==> src/rtl/ifu_prefetch.sv <==
// ifu_prefetch -- instruction-fetch front end for the MIPS core.
//
// Keeps the fetch PC, issues one outstanding word fetch at a time on a
// req/ack instruction-memory port and buffers the returned words, tagged
// with their fetch address, in a small circular prefetch queue. The queue
// head is offered to the datapath with a valid/ready handshake. When ctrl
// consumes a beq/j via nPC_sel, the queue is flushed and fetching restarts
// at the branch/jump target. A response that was already in flight when
// the redirect happened is discarded.
//
// Ports
//   clk, rst            clock; asynchronous active-high reset
//   im_req, im_addr     fetch request and word address (stable until im_ack)
//   im_ack, im_rdata    memory accept strobe and returned word
//   inst_valid, inst,   queue head (inst/inst_pc read 0 when empty)
//   inst_pc
//   inst_ready          datapath consumes the head this cycle
//   nPC_sel, zero       redirect control, sampled only when the head is consumed
//   perf_fetched,       (IFU_PERF_CNT_EN only) words pushed into the queue and
//   perf_flushed        words thrown away by redirects
//
// Configuration macro: IFU_PERF_CNT_EN adds the two performance counters.
module ifu_prefetch #(
  parameter logic [31:0] RESET_PC = 32'h0000_3000,
  parameter int          DEPTH    = 4
) (
  input  logic        clk,
  input  logic        rst,
  output logic        im_req,
  output logic [31:0] im_addr,
  input  logic        im_ack,
  input  logic [31:0] im_rdata,
  output logic        inst_valid,
  output logic [31:0] inst,
  output logic [31:0] inst_pc,
  input  logic        inst_ready,
  input  logic [1:0]  nPC_sel,
  input  logic        zero
`ifdef IFU_PERF_CNT_EN
  ,
  output logic [31:0] perf_fetched,
  output logic [31:0] perf_flushed
`endif
);

  localparam int AW = $clog2(DEPTH);
  localparam int CW = AW + 1;

  logic [31:0]   q_inst [DEPTH];
  logic [31:0]   q_pc   [DEPTH];
  logic [AW-1:0] rd_ptr, wr_ptr;
  logic [CW-1:0] count, count_next;
  logic [31:0]   fetch_pc, fetch_pc_next;
  logic          drop, drop_next;
  logic          im_req_next;
  logic [31:0]   im_addr_next;

  logic [31:0]   head_inst, head_pc, pc_plus4, beq_target, j_target, target;
  logic          pop, xfer, push, taken, issue_slot;

  assign head_inst  = q_inst[rd_ptr];
  assign head_pc    = q_pc[rd_ptr];
  assign inst_valid = (count != '0);
  assign inst       = inst_valid ? head_inst : 32'h0;
  assign inst_pc    = inst_valid ? head_pc   : 32'h0;

  assign pop   = inst_valid & inst_ready;
  assign xfer  = im_req & im_ack;
  assign taken = pop & (((nPC_sel == 2'b01) & zero) | (nPC_sel == 2'b10));
  // A response landing on the redirect edge belongs to the old path.
  assign push  = xfer & ~drop & ~taken;

  assign pc_plus4   = head_pc + 32'd4;
  assign beq_target = pc_plus4 + {{14{head_inst[15]}}, head_inst[15:0], 2'b00};
  assign j_target   = {pc_plus4[31:28], head_inst[25:0], 2'b00};
  assign target     = nPC_sel[1] ? j_target : beq_target;

  // A new request may be launched only when none is pending after this edge.
  assign issue_slot = ~im_req | xfer;

  // NOTE: every variable assigned in this block gets a default first, so no
  // path through the logic can leave one unassigned and infer a latch.
  always_comb begin
    count_next    = count;
    fetch_pc_next = fetch_pc;
    drop_next     = drop;
    im_req_next   = im_req;
    im_addr_next  = im_addr;

    if (taken) begin
      count_next    = '0;
      fetch_pc_next = target;
      // Still-pending request returns later on the old path: mark it stale.
      drop_next     = im_req & ~im_ack;
    end else begin
      count_next = count + CW'(push) - CW'(pop);
      if (push) fetch_pc_next = fetch_pc + 32'd4;
      if (xfer) drop_next = 1'b0;
    end

    // Reserve a queue slot for the word being requested, so a push into a
    // full queue can never happen.
    if (issue_slot) begin
      im_req_next  = (count_next < CW'(DEPTH));
      im_addr_next = fetch_pc_next;
    end
  end

  // NOTE: sequential state uses non-blocking assignments so every register
  // samples the pre-edge values regardless of evaluation order.
  always_ff @(posedge clk or posedge rst) begin
    if (rst) begin
      im_req   <= 1'b0;
      im_addr  <= RESET_PC;
      fetch_pc <= RESET_PC;
      drop     <= 1'b0;
      count    <= '0;
      rd_ptr   <= '0;
      wr_ptr   <= '0;
    end else begin
      im_req   <= im_req_next;
      im_addr  <= im_addr_next;
      fetch_pc <= fetch_pc_next;
      drop     <= drop_next;
      count    <= count_next;
      if (taken) begin
        rd_ptr <= '0;
        wr_ptr <= '0;
      end else begin
        // Power-of-two depth: pointers wrap naturally.
        rd_ptr <= rd_ptr + AW'(pop);
        wr_ptr <= wr_ptr + AW'(push);
      end
    end
  end

  // NOTE: queue storage has no reset; count gates every read, and the
  // outputs are forced to 0 when the queue is empty.
  always_ff @(posedge clk) begin
    if (push) begin
      q_inst[wr_ptr] <= im_rdata;
      q_pc[wr_ptr]   <= im_addr;
    end
  end

`ifdef IFU_PERF_CNT_EN
  always_ff @(posedge clk or posedge rst) begin
    if (rst) begin
      perf_fetched <= 32'h0;
      perf_flushed <= 32'h0;
    end else begin
      if (push) perf_fetched <= perf_fetched + 32'd1;
      // Flushed = queued words behind the consumed head, plus the in-flight
      // response (discarded now or later via drop).
      if (taken) perf_flushed <= perf_flushed + 32'(count) - 32'd1 + 32'(im_req);
    end
  end
`endif

endmodule

==> config.mk <==
export PLATFORM = sky130hd
export DESIGN_NAME = ifu_prefetch
export DESIGN_NICKNAME = d
export VERILOG_FILES = /design/src/rtl/ifu_prefetch.sv
export SDC_FILE = /design/constraint.sdc
export NUM_CORES = 1
export LEC_CHECK = 0
export ABC_AREA = 1
export CORE_MARGIN = 3
export CORE_UTILIZATION = 25
export CTS_CLUSTER_DIAMETER = 200
export CTS_CLUSTER_SIZE = 20
export DETAILED_ROUTE_END_ITERATION = 8
export DONT_BUFFER_PORTS = 1
export GPL_ROUTABILITY_DRIVEN = 1
export PLACE_DENSITY_LB_ADDON = 0.15
export SYNTH_ARGS = -nofsm -noshare
export SYNTH_HDL_FRONTEND = slang
export SYNTH_SLANG_ARGS = --single-unit
==> constraint.sdc <==
create_clock -name clk -period 9.79 [get_ports clk]
set_input_delay 0.4895 -clock clk [delete_from_list [all_inputs] [get_ports clk]]
set_output_delay 0.4895 -clock clk [all_outputs]
set_load 0.03 [all_outputs]
==> flow_summary.json, run 1 <==
{
  "status": "finished, final reports clean",
  "via_per_inst": 4.65,
  "firstDrtPassIters": 7,
  "mostFrequentLayoutCell": "nand2_1",
  "worst-setup-path-type": "flop to flop",
  "yosysSeqAreaShare_pct": 56.4,
  "hold_start": "im_rdata[28]",
  "htree_levels": 1,
  "r2r_setup_slack_ns": 4.36,
  "tritoncts": "yes",
  "maxCapViolations": 0,
  "maxSlewViolCount": 0,
  "async_flop_share_pct": 22.2,
  "grt_pass1_vias": 12300,
  "cts_resized": 0,
  "most-common-layout-cells": "580 x nand2_1, 256 x edfxtp_1, 208 x nor2_1",
  "wirelength_um": 58600,
  "syn_nets": 1927,
  "post-cts-setup-buffers": 0,
  "arrival_ns": 5.84,
  "syn_area_per_cell_um2": 9.15,
  "hp-class": "input port to flop",
  "crit_top_cell": "nand2_1",
  "final_hold_viol_count": 0,
  "fp.dieW_um": 266,
  "grt_pass1_wl_um": 85500,
  "ys_dominant_reg_cell": "edfxtp_1",
  "slowest_stage": "dfrtp_4",
  "synth-edff-count": 256,
  "fmax_mhz": 184,
  "ff_latch_area_um2": 9520,
  "io_pins": 137,
  "nNetsFinal": 1939,
  "drtAntennaViolNets": 0,
  "grt_max_degree": 125,
  "r2r-end": "im_addr[27]",
  "cts-buffers-inserted": 20,
  "cts.sinks": 329,
  "drive_gt1_share_pct": 5.67,
  "path_cells": "inv_8 > nand2_1 > nand2_1 > nand2_1 > nand2_1 > inv_1 > nor2_2 > nand2_1 > nor3b_2 > inv_1 > nor2_1 > nand3_1 > xor2_1 > ha_1 > nand2_1 > nor2_1 > nand2_1 > nor4_1 > nand2_1 > nand3_1 > nand2_1 > o21ai_0 > a31oi_1",
  "min_period_ns": 5.43,
  "syn_inst": 1845,
  "n_fill_cell": 7131,
  "synth_area_um2": 16900,
  "holdPathStages": 0,
  "tightestPinTransition_ns": 1.06,
  "grt_overflow": 0,
  "clk-insertion-delay-late_ns": 0.57,
  "reg2regPathDepth": 23,
  "io_buffers": 0,
  "setup_viol": 0,
  "multi_input_comb_area_um2": 6370,
  "worst-endpoint-required_ns": 10.21,
  "syn2layout_area_growth_pct": 10.7,
  "cts_root_buf": "clkbuf_16",
  "cpPeakStageDelay_ns": 0.80,
  "vias": 12700,
  "skew_ns": 0.0249,
  "min_to": "q_inst[0][28]",
  "ys_warn_count": 0,
  "routabilityCongestion": 0.887,
  "drt-initial-drc-count": 927,
  "fin_crit_sh_pct": 55.5,
  "rsz0062_at_grt": "false",
  "antenna_found_initial": 1,
  "clock_path_buffers": 3,
  "netlist-cell-type-count": 52,
  "finalSetupTns_ns": 0,
  "routedWlPerCell_um": 21.4,
  "dieArea_um2": 70700,
  "core_um2": 66300,
  "grt_use_total_pct": 16.3,
  "r2r-start": "rd_ptr[0]",
  "worst_setup_path_start_kind": "flop",
  "route.detailed.drc": 0,
  "fp.dieH_um": 266,
  "rows": 94,
  "cts.hold.buffers_added": 33,
  "cp-end-kind": "flop",
  "clk_pin_slew_ns": 0.09,
  "max-slew-margin-rel_pct": 29.2,
  "start_util_pct": 25.5,
  "crit_fanout": 124,
  "ys_ff_latch": 329,
  "dp_hpwl_um": 42500
}
==> sequential cells by signal, indices dropped and copies added, names as in the netlist <==
register  count
drop          1
rd_ptr        2
wr_ptr        2
im_req        1
q_pc        128
im_addr      32
q_inst      128
fetch_pc     32
count         3
==> kinds of logic after synthesis <==
| kind of cell | count (synthesis) | synth area share [%] |
|---|---|---|
| buffers and inverters | 229 | 6.02 |
| xor gates and xnor gates | 45 | 2.33 |
| DFF | 329 | 56.4 |
| and+or+nand+nor | 995 | 24.6 |
| muxes | 1 | 0.0593 |
| adders and majority gates | 43 | 3.27 |
| AOI/OAI and AO/OA | 203 | 7.31 |
==> layout make-up <==
class	count	area share, %
inverter	164	3.35
clock buffer	34	2.96
clock inverter	2	0.174
tap	864	5.78
sequential	329	51.0
multi-input combinational	1287	34.1
antenna	1	0.0134
timing repair buffer	55	2.65
==> worst max-delay path by stage <==
stage	depth (start not counted)	to	start	slack, ns
floorplan	8	q_inst[0][0]	count[1]	3.52
global placement	25	im_addr[26]	rd_ptr[0]	4.21
detailed placement	25	im_addr[26]	rd_ptr[0]	4.23
CTS	25	im_addr[26]	rd_ptr[0]	4.21
global route	23	im_addr[26]	rd_ptr[0]	3.77
finish	23	im_addr[27]	rd_ptr[0]	4.36
==> per-stage QoR <==
stage / setup slack [ns] / util [%] / std cells / hold slack [ns] / area, µm²
after detailed placement: 4.23 / 26.8 / 2666 / 0.229 / 17800
after global placement: 4.21 / 26.8 / 2666 / 0.227 / 17800
after global routing: 3.77 / 28.2 / 2736 / 0.0132 / 18700
after floorplan: 3.52 / - / 1845 / 0.461 / 16900
final: 4.36 / 28.2 / 2736 / 0.0379 / 18700
after CTS: 4.21 / 28.2 / 2735 / 0.00497 / 18700
==> worst max-delay path: cells and delay by family (launching register included) <==
family | cells | cell delay [ns]
AND/OR/NAND/NOR | 16 | 2.45
flip-flops | 1 | 0.80
adder cells (fa/ha/maj) | 1 | 0.47
AO/OA/AOI/OAI | 2 | 0.51
XOR/XNOR | 1 | 0.16
buffers and inverters | 3 | 0.81
==> cell usage after synthesis, drive strengths merged (6+ instances only) <==
cell type  number  share of area, %
nand2         597                14
edfxtp        256                46
nor2          221               5.1
inv           164               3.7
nand3         113               3.5
a21oi          84               2.5
dfrtp          69                10
o21ai          53               1.6
buf            41               1.8
ha             41               3.0
xor2           35               1.8
clkbuf         24              0.53
nand4          22              0.85
nor3           22              0.78
a32oi          16              0.83
a32o           11              0.65
o211ai         11              0.49
xnor2          10              0.52
and2            8              0.30
o221ai          8              0.41
a21o            6              0.27
==> routing by layer <==
metal  vias to the layer above  GRT usage, %  wire length, µm
li1                       6188             -                -
met1                      6185          22.1            26600
met2                       294          26.9            27400
met3                        58          3.38             3430
met4                         0          3.32             1180
met5                         -             0                0
Power of run 1 is not shown: default switching activity piles up to over one toggle a cycle in this logic, so the estimate is an artifact.
==> run 2, diff against run 1 <==
==> constraint.sdc (replaced) <==
create_clock -name clk -period 4.6 [get_ports clk]
set_input_delay 0.23 -clock clk [delete_from_list [all_inputs] [get_ports clk]]
set_output_delay 0.23 -clock clk [all_outputs]
set_load 0.03 [all_outputs]
==> run 2 against run 1 <==
  * First-iteration DRC count is 12% higher
  * Critical path depth is 1 higher
  * Final area is 2.7% higher
  * Count of clock-buffer cells in the layout stayed put
  * Routed wire length is 0.96% higher
==> flow_summary.json, run 2 (synthesis results as in run 1) <==
{
  "status": "finished, final reports clean",
  "via_per_inst": 4.65,
  "drive_gt1_share_pct": 8.56,
  "n_fill_cell": 7124,
  "dp_hpwl_um": 42900,
  "startpoint": "rd_ptr[0]",
  "min_period_ns": 4.25,
  "cts_root_buf": "clkbuf_16",
  "crit_end": "im_addr[25]",
  "setup_viol": 0,
  "fp.dieW_um": 266,
  "cts.sinks": 329,
  "most-common-layout-cells": "580 x nand2_1, 256 x edfxtp_1, 208 x nor2_1",
  "path_cells": "clkinv_8 > buf_6 > nand2_1 > nand2_1 > nand2_1 > nand2_1 > nand2_1 > nor2_1 > nand2_1 > nor2_1 > xor2_1 > inv_1 > ha_1 > nand2_1 > inv_1 > nand2_1 > nor3_2 > nand4_1 > nand3_1 > xor2_1 > o21ai_1 > nand2_1 > nand2_1 > nand2_1",
  "arrival_ns": 4.68,
  "maxSlewViolCount": 0,
  "grt_overflow": 0,
  "routabilityCongestion": 0.902,
  "crit_fanout": 27,
  "cp-end-kind": "flop",
  "clock_path_buffers": 3,
  "io_pins": 137,
  "hold_slack_ns": 0.0386,
  "reg2regPathDepth": 24,
  "htree_levels": 1,
  "nNetsFinal": 1995,
  "antenna_found_initial": 0,
  "diodes": 0,
  "drtAntennaViolNets": 0,
  "grt_pass1_wl_um": 86600,
  "fp.dieH_um": 266,
  "syn2layout_area_growth_pct": 13.7,
  "start_util_pct": 25.5,
  "hp-class": "input port to flop",
  "cpPeakStageDelay_ns": 0.60,
  "fmax_mhz": 235,
  "routedWlPerCell_um": 21.2,
  "route.detailed.drc": 0,
  "finish.utilization_pct": 28.9,
  "vias": 13000,
  "tightestPinTransition_ns": 0.795,
  "finalSetupTns_ns": 0,
  "rows": 94,
  "final_hold_viol_count": 0,
  "wirelength_um": 59100,
  "multi_input_comb_area_um2": 6410,
  "slowest_stage": "dfrtp_4",
  "fin_crit_sh_pct": 92.3,
  "crit_top_cell": "nand2_1",
  "stdcell_count": 2791,
  "top_regs": "q_inst: 128 flops, q_pc: 128 flops",
  "use_met2_pct": 27.1,
  "dp_cells": 2714,
  "grt_use_total_pct": 16.4,
  "ff_latch_area_um2": 9520,
  "r2r-start": "rd_ptr[0]",
  "holdPathStages": 3,
  "cts-buffers-inserted": 20,
  "grt_util_met3_pct": 2.73,
  "top_usage_layer": "met2",
  "met1_usage_pct": 22.7,
  "firstDrtPassIters": 5,
  "rsz0062_at_grt": "false",
  "max-slew-margin-rel_pct": 46.9,
  "drt-initial-drc-count": 1037,
  "worst-setup-path-type": "flop to flop",
  "maxCapViolations": 0,
  "r2r-end": "im_addr[25]",
  "mostFrequentLayoutCell": "nand2_1",
  "dieArea_um2": 70700,
  "clk_pin_slew_ns": 0.09,
  "clk-insertion-delay-late_ns": 0.57,
  "worst_setup_path_start_kind": "flop",
  "grt_max_degree": 69,
  "tritoncts": "yes",
  "worst-endpoint-required_ns": 5.04,
  "skew_ns": 0.0315,
  "r2r_setup_slack_ns": 0.35,
  "grt_pass1_vias": 12800,
  "core_um2": 66300,
  "io_buffers": 0
}
## run 2: how the worst min path moves through the flow
stage	end	start	slack [ns]
6_report	fetch_pc[23]	nPC_sel[1]	0.04
5_1_grt	fetch_pc[23]	nPC_sel[1]	0.04
4_1_cts	fetch_pc[25]	nPC_sel[1]	0.003
3_5_place_dp	drop	rst	0.26
3_3_place_gp	fetch_pc[16]	rst	0.26
2_1_floorplan	q_inst[0][0]	im_rdata[0]	0.33
## run 2: per-stage QoR
step	instance area [µm²]	setup slack, ns
2_1_floorplan	16900	-1.67
5_1_grt	19200	0.00878
3_3_place_gp	18200	-0.0820
3_5_place_dp	18200	-0.00129
4_1_cts	19100	0.0717
6_report	19200	0.353
## run 2: cell type report
type	count	area share [%]
clock inverter	2	0.169
timing repair buffer	110	5.02
inverter	164	3.28
sequential	329	49.6
multi-input combinational	1287	33.4
clock buffer	34	2.88
tap	864	5.63
timing repair inverter	1	0.0456
## run 2: worst max-delay path, delay by kind of cell, from the launching register on
family,cells,cell delay (ns)
AOI/OAI and AO/OA,1,0.23
DFF,1,0.60
xor gates and xnor gates,2,0.27
adders and majority gates,1,0.39
and+or+nand+nor,16,2.10
buffers and inverters,4,0.53
## run 2: metal layers
layer,share of wire [%],routed length [µm]
met3,5.1,3000
met4,1.8,1090
met1,47,27700
met5,0,0
met2,46,27400
## run 2: what timing repair did
action	4_1_cts	5_1_grt
gates cloned	0	2
hold endpoints to repair	170	1
resized for setup	1	11
hold buffers	35	1
setup buffers	0	3
setup endpoints to repair	1	11
Power of run 2 is left out for the same reason.
==> run 3, diff against run 2 <==
--- a/config.mk
+++ b/config.mk
@@ -7,13 +7,14 @@
 export LEC_CHECK = 0
 export ABC_AREA = 1
 export CORE_MARGIN = 3
-export CORE_UTILIZATION = 25
+export CORE_UTILIZATION = 64
 export CTS_CLUSTER_DIAMETER = 200
 export CTS_CLUSTER_SIZE = 20
 export DETAILED_ROUTE_END_ITERATION = 8
 export DONT_BUFFER_PORTS = 1
 export GPL_ROUTABILITY_DRIVEN = 1
 export PLACE_DENSITY_LB_ADDON = 0.15
+export SETUP_SLACK_MARGIN = 0.3
 export SYNTH_ARGS = -nofsm -noshare
 export SYNTH_HDL_FRONTEND = slang
 export SYNTH_SLANG_ARGS = --single-unit
==> constraint.sdc (replaced) <==
create_clock -name clk -period 4.3 [get_ports clk]
set_input_delay 0.215 -clock clk [delete_from_list [all_inputs] [get_ports clk]]
set_output_delay 0.215 -clock clk [all_outputs]
set_load 0.03 [all_outputs]
==> run 3 against run 2 <==
  * Worst hold slack improved by 0.0099 ns
  * Global-route usage up 17 points
  * First-iteration DRC count grew 40%
  * Critical path depth grew 3
  * Via count is 5.4% higher
  * Final area decreased by 0.52%
  * Non-clock buffer count decreased by 8
==> flow_summary.json, run 3 (synthesis results as in run 1) <==
{
  "top_regs": "q_inst: 128 flops, q_pc: 128 flops",
  "arrival_ns": 4.30,
  "min_period_ns": 3.86,
  "route.detailed.drc": 0,
  "fp.dieW_um": 168,
  "fin_crit_sh_pct": 89.8,
  "crit_fanout": 7,
  "wirelength_um": 49200,
  "status": "finished, final reports clean",
  "worst-setup-path-type": "flop to flop",
  "dieArea_um2": 28400,
  "tritoncts": "yes",
  "clk-insertion-delay-late_ns": 0.54,
  "stdcell_count": 2250,
  "skew_ns": 0.0299,
  "firstDrtPassIters": 5,
  "grt_overflow": 0,
  "grt_use_total_pct": 32.9,
  "mostFrequentLayoutCell": "nand2_1",
  "final_hold_viol_count": 0,
  "hp-class": "input port to flop",
  "fp.dieH_um": 168,
  "cts.sinks": 329,
  "tightestPinTransition_ns": 1.03,
  "cts-buffers-inserted": 20,
  "htree_levels": 1,
  "syn2layout_area_growth_pct": 13.1,
  "io_buffers": 0,
  "drtAntennaViolNets": 0,
  "worst_setup_path_start_kind": "flop",
  "antenna_found_initial": 0,
  "drt-initial-drc-count": 1454,
  "diodes": 0,
  "via_per_inst": 6.08,
  "clk_pin_slew_ns": 0.09,
  "grt_pass1_vias": 12800,
  "startpoint": "rd_ptr[0]",
  "dp_cells": 2156,
  "multi_input_comb_area_um2": 6830,
  "rows": 58,
  "r2r-start": "rd_ptr[0]",
  "core_um2": 25500,
  "maxCapViolations": 0,
  "vias": 13700,
  "fmax_mhz": 259,
  "drive_gt1_share_pct": 12.7,
  "maxSlewViolCount": 0,
  "grt_pass1_wl_um": 72300,
  "routabilityCongestion": 0.997,
  "clock_path_buffers": 3,
  "hold_start": "nPC_sel[1]",
  "cp-end-kind": "flop",
  "n_fill_cell": 1825,
  "cts_root_buf": "clkbuf_16",
  "setup_viol": 0,
  "dp_hpwl_um": 32900,
  "rsz0062_at_grt": "true",
  "grt_max_degree": 67,
  "max-slew-margin-rel_pct": 31.0,
  "most-common-layout-cells": "550 x nand2_1, 256 x edfxtp_1, 183 x nor2_1",
  "start_util_pct": 66.1,
  "io_pins": 137,
  "ff_latch_area_um2": 9520,
  "worst-endpoint-required_ns": 4.74,
  "nNetsFinal": 1988,
  "routedWlPerCell_um": 21.9
}
run 3: worst max-delay path, cell delays in order (launching register included):
cell and delay (ns):
dfrtp_4 0.52, buf_12 0.17, inv_16 0.09, nor2_4 0.04, nor2_2 0.10, o21ai_1 0.07, nand2_1 0.12, buf_4 0.14
nand2_1 0.10, nor2_4 0.15, and3_4 0.25, nand3_1 0.10, xor2_1 0.19, inv_1 0.07, ha_1 0.43, nand2_1 0.15
nor2_2 0.20, nand2_2 0.09, nor2_2 0.11, nand2_2 0.09, nand3_2 0.08, nand2_1 0.05, nor2_1 0.10, nand3_1 0.09
nand3_2 0.08, nand2_2 0.06, nand2_1 0.05, nand2_1 0.05
run 3: layout make-up:
| type | count | area share (%) |
|---|---|---|
| multi-input combinational | 1287 | 35.8 |
| sequential | 329 | 49.9 |
| timing repair buffer | 102 | 5.61 |
| inverter | 164 | 3.34 |
| tap | 330 | 2.16 |
| clock buffer | 35 | 3.03 |
| clock inverter | 1 | 0.0852 |
| timing repair inverter | 2 | 0.131 |
run 3: path summary, 6_finish.rpt:
check,endpoint,slack (ns),depth (start not counted)
worst max-delay path,im_addr[31],0.44,27
worst min-delay path,fetch_pc[27],0.05,4
worst max register to register,im_addr[31],0.44,27
worst min register to register,fetch_pc[0],0.50,2
max in group asynchronous,im_req,3.07,3
min in group asynchronous,fetch_pc[2],0.13,2
run 3: stage by stage:
stage / util, % / hold slack (ns) / worst slack [ns] / instance area, µm² / TNS (ns)
finish: 74.8 / 0.0485 / 0.440 / 19100 / 0
global route: 74.8 / 0.0758 / 0.148 / 19100 / 0
CTS: 71.8 / 0.0302 / 0.305 / 18300 / 0
detailed placement: 67.9 / 0.114 / 0.152 / 17400 / 0
global placement: 67.9 / 0.113 / 0.243 / 17400 / 0
floorplan: - / 0.314 / -0.0110 / 16900 / -2.80
run 3: repair_timing:
item / 4_1_cts / 5_1_grt
buffers inserted: 2 / 15
pin swaps: 0 / 45
endpoints found under the setup margin: 12 / 36
resized for setup: 7 / 129
cloned: 0 / 6
endpoints found under the hold margin: 161 / 0
hold buffers: 35 / 0
run 3: routing by layer:
layer,share of wire [%],global-route usage [%],vias to the layer above
li1,-,-,6275
met3,9.2,4.58,123
met4,3.8,10.0,0
met5,0,0,-
met2,48,54.1,774
met1,39,46.1,6498
Power of run 3 is left out for the same reason.
